**config.mk**
```make
export PLATFORM = sky130hd
export DESIGN_NAME = inst_u_dec
export DESIGN_NICKNAME = d
export VERILOG_FILES = /design/src/rtl/inst_u_dec.sv
export SDC_FILE = /design/constraint.sdc
export NUM_CORES = 1
export LEC_CHECK = 0
export ABC_AREA = 1
export CORE_MARGIN = 1.5
export CORE_UTILIZATION = 37
export CTS_CLUSTER_SIZE = 14
export DETAILED_ROUTE_END_ITERATION = 10
export HOLD_SLACK_MARGIN = 0.05
export MAX_ROUTING_LAYER = met4
export PLACE_DENSITY_LB_ADDON = 0.2
export SYNTH_ARGS = -nofsm -noshare
export SYNTH_HDL_FRONTEND = slang
export SYNTH_SLANG_ARGS = --single-unit
```
**constraint.sdc**
```tcl
create_clock -name clk -period 1.1 [get_ports clk]
set_input_delay 0.22 -clock clk [delete_from_list [all_inputs] [get_ports clk]]
set_output_delay 0.22 -clock clk [all_outputs]
set_load 0.005 [all_outputs]
```
**src/rtl/inst_u_dec.sv**
```systemverilog
// ============================================================================
// Module   : inst_u_dec
// Purpose  : Registered RV32 U-type (LUI/AUIPC) field and class decoder.
// Revision : 1.0 - initial release
// ============================================================================
`default_nettype none

module inst_u_dec (
    input  logic        clk,
    input  logic        rst_n,
    input  logic        in_valid,
    input  logic        stall,
    input  logic [31:0] instruction_word,
    output logic        out_valid,
    output logic [19:0] imm_U,
    output logic [4:0]  rd,
    output logic [31:0] imm32,
    output logic        is_lui,
    output logic        is_auipc,
    output logic        u_type,
    output logic        illegal
);

    localparam logic [6:0] c_opc_lui   = 7'b0110111;
    localparam logic [6:0] c_opc_auipc = 7'b0010111;

    logic        out_valid_q, out_valid_d;
    logic [19:0] imm_u_q,     imm_u_d;
    logic [4:0]  rd_q,        rd_d;
    logic        lui_q,       lui_d;
    logic        auipc_q,     auipc_d;

    // Fields are captured for every accepted word; only the flags look at the opcode.
    always_comb begin
        out_valid_d = out_valid_q;
        imm_u_d     = imm_u_q;
        rd_d        = rd_q;
        lui_d       = lui_q;
        auipc_d     = auipc_q;
        if (!stall) begin
            out_valid_d = in_valid;
            if (in_valid) begin
                imm_u_d = instruction_word[31:12];
                rd_d    = instruction_word[11:7];
                lui_d   = (instruction_word[6:0] == c_opc_lui);
                auipc_d = (instruction_word[6:0] == c_opc_auipc);
            end
        end
    end

    always_ff @(posedge clk or negedge rst_n) begin
        if (!rst_n) begin
            out_valid_q <= 1'b0;
            imm_u_q     <= 20'h00000;
            rd_q        <= 5'd0;
            lui_q       <= 1'b0;
            auipc_q     <= 1'b0;
        end else begin
            out_valid_q <= out_valid_d;
            imm_u_q     <= imm_u_d;
            rd_q        <= rd_d;
            lui_q       <= lui_d;
            auipc_q     <= auipc_d;
        end
    end

    // Stored flags survive idle cycles, so they are qualified by out_valid here.
    assign out_valid = out_valid_q;
    assign imm_U     = imm_u_q;
    assign rd        = rd_q;
    assign imm32     = {imm_u_q, 12'h000};
    assign is_lui    = out_valid_q & lui_q;
    assign is_auipc  = out_valid_q & auipc_q;
    assign u_type    = is_lui | is_auipc;
    assign illegal   = out_valid_q & ~u_type;

endmodule

`default_nettype wire

```
==> key figures <==
Drt
  – DRT iter0 DRCs: 88
  – DRT antenna net count: 0
  – TritonRoute pass-1 iters: 2
  – M1 wire length: around 1400 µm
  – Via count: 1296
  – Via/cell ratio: approximately 4
  – WL final: between 3000 and 4000 µm
  – Wire length per cell: ~11 µm
  – DR WL met2: a little under 2000 µm
  – DRC viols: 0
  – Length of routed met3 wiring: 189 µm
  – DR top layer: met4

CTS
  – H-tree Lvls: 1
  – Hold_buf cts: 0
  – Num CTS Buffers: 3
  – Clk_lat worst skew: roughly 0.26 ns
  – CTS tree: done
  – Clk buf depth: 2
  – Clk slew on worst S/H paths: 0.09 ns
  – Num Clock Sinks: 28
  – Root Buffer: clkbuf_8

Floorplanning
  – Starting Density: 38.4%
  – Die Area: roughly 4200 µm²
  – Die height: about 64 µm
  – Die Wd: approximately 64 µm
  – Core area: approximately 3600 µm²
  – Row count: 22
  – IO Count: 98

Global route
  – Initial antenna violation count: 0
  – First-pass GRT wire length: a little under 6000 µm
  – Pin count of the biggest net entering global routing: 29
  – GR Util All Layers: approximately 19%
  – GRT overflow: 0
  – Vias in the first global route: between 1000 and 1500

Power
  – PwrDens: between 1000 and 1500 nW/µm²
  – Worst IR Drop VDD: slightly above 0.6 mV
  – Leakage: between 1 and 1.5 nW

Worst setup path
  – CP Data Required Time: between 0.8 and 0.9 ns
  – CP Capture Type: output port
  – WS Path Type: register to output port
  – Crit path DAT: 1.06 ns
  – Startpoint Class: register
  – FF-to-FF setup slack: 0.14 ns
  – End of the critical path: illegal
  – R2R Path End: imm_U[0]
  – Worst R2R Start: imm_U[0]
  – Crit-path max FO: 3
  – Worst Setup SP: out_valid
  – FF-to-FF path depth: 5

Timing
  – Setup Viol. Count Final: 19
  – Hold Slack: about 0.30 ns
  – Final worst slack: -0.177 ns
  – RSZ-0062 raised after global routing: yes
  – Final TNS setup: -0.855 ns
  – Max Slew Vio Count: 0
  – Fmax: roughly 0.8 GHz
  – Tmin final: 1.28 ns
  – Clock skew: 0 ns
  – Final period util: 116%
  – Final hold violations: 0

Yosys
  – Part of the Yosys area used for sequential elements: between 50 and 60%
  – Most frequent cells after synthesis: nand2_1, buf_4, dfrtp_1
  – #FFs+latches synth: 28
  – Avg Inst Size Synth: ~8.4 µm²
  – Post-synth EDFFs: 0
  – FFs w/ async S/R, synth: 100%
  – Post-Synthesis Cell Area: 1400 µm²
  – Synth Flop Type: dfrtp_1
  – Synth top area cells: dfrtp_1, nand2_1, buf_4, buf_6, buf_8
  – Cells after synthesis: ~170
  – Synth top area share: roughly half
  – Synth area leader: dfrtp_1
  – Ys Warns: 0
  – Synth unique cells: 13
  – Most numerous cell in the Yosys netlist: nand2_1

Run
  – Max Cap Violations: 0

Layout
  – Ratio of cells with drive above 1 in the final layout: a little under two fifths
  – Seq. cell area: between 700 and 800 µm²
  – Antenna diode count: 0
  – Multi-input gate area: about 410 µm²
  – Layout filler cell count: 332
  – Nets: 304
  – Layout area overhead: 67.1%

Outcome
  – Outcome: complete, but fails checks
  – Failing checks: setup timing

Placement
  – Post-DP HPWL: around 2300 µm
  – I/O Buffers: 85
  – RD Place Congestion: 0.761
  – Setup Slack @ Placement: -0.288 ns

Worst hold path
  – Hold Path Class: primary input to asynchronous set/reset pin
worst max-delay path, cell delays in order (launching register included):
cell and delay (ns):
dfrtp_1 0.43, nand2_2 0.10, nand2_2 0.06, nor2_1 0.08, buf_2 0.12
registers in the layout, summed over array words and instances (netlist names):
signal and cells:
lui_q 1, imm_U 20, auipc_q 1, rd 5, out_valid 1
cell usage in the layout, fill, tap and decap left out:
cell / Yosys / layout
nand2_2: 3 / 6
clkbuf_2: 0 / 11
inv_2: 2 / 3
buf_4: 32 / 20
clkbuf_8: 0 / 4
clkdlybuf4s50_1: 0 / 35
inv_1: 5 / 3
conb_1: 1 / 12
dfrtp_1: 28 / 28
nor2_1: 3 / 3
buf_2: 0 / 21
nand2_1: 83 / 80
buf_6: 3 / 35
inv_4: 0 / 1
nand3_1: 2 / 2
nor3_1: 1 / 1
buf_12: 0 / 1
o21ai_0: 1 / 1
kinds of logic after synthesis:
logic type	synth area share, %
other cells	0.269
simple gates	25.5
compound gates	0.358
flops	50.2
buf+inv	23.7
power by group:
part | total (W) | internal [W] | leakage, nW | switching, W
Combinational | 0.000944 | 0.000614 | 0.935 | 0.000330
Clock | 0.000619 | 0.000320 | 0.0288 | 0.000299
Sequential | 0.00124 | 0.00115 | 0.349 | 0.0000904
Total | 0.00280 | 0.00208 | 1.31 | 0.000720
what timing repair did:
action	in CTS	in global routing
endpoints found under the setup margin	52	53
buffers inserted	26	8
gates resized for setup	209	22
pin swaps	3	2
through the flow:
stage	util (%)	area (µm²)	std cells	total power, W
after floorplan	-	1440	177	0.00160
after global placement	57.9	2100	279	0.00204
after detailed placement	57.9	2100	279	0.00206
after CTS	64.0	2330	309	0.00283
after global routing	64.2	2330	315	0.00299
final	64.2	2330	315	0.00280
worst min path at each step:
| stage | cells past startpoint | slack, ns | end | startpoint |
|---|---|---|---|---|
| final | 2 | 0.30 | imm_U[9] | rst_n |
| after global placement | 2 | 0.46 | rd[0] | rd[0] |
| after floorplan | 0 | -0.08 | auipc_q | rst_n |
| after global routing | 2 | 0.32 | imm_U[9] | rst_n |
| after detailed placement | 2 | 0.47 | rd[4] | rd[4] |
| after CTS | 2 | 0.30 | imm_U[8] | rst_n |
final cells by class:
class                      count  share of cell area [%]
timing repair buffer         123                    46.1
sequential                    28                    30.0
multi-input combinational    105                    17.7
tap                           48                    2.57
clock buffer                   4                    2.36
inverter                       7                    1.23
routing by layer:
layer / global-route usage, % / up-vias
met5: - / -
met3: 1.91 / 2
met2: 34.6 / 45
met1: 21.4 / 597
li1: - / 652
met4: 4.79 / 0
Power figures use the tool's default switching activity.
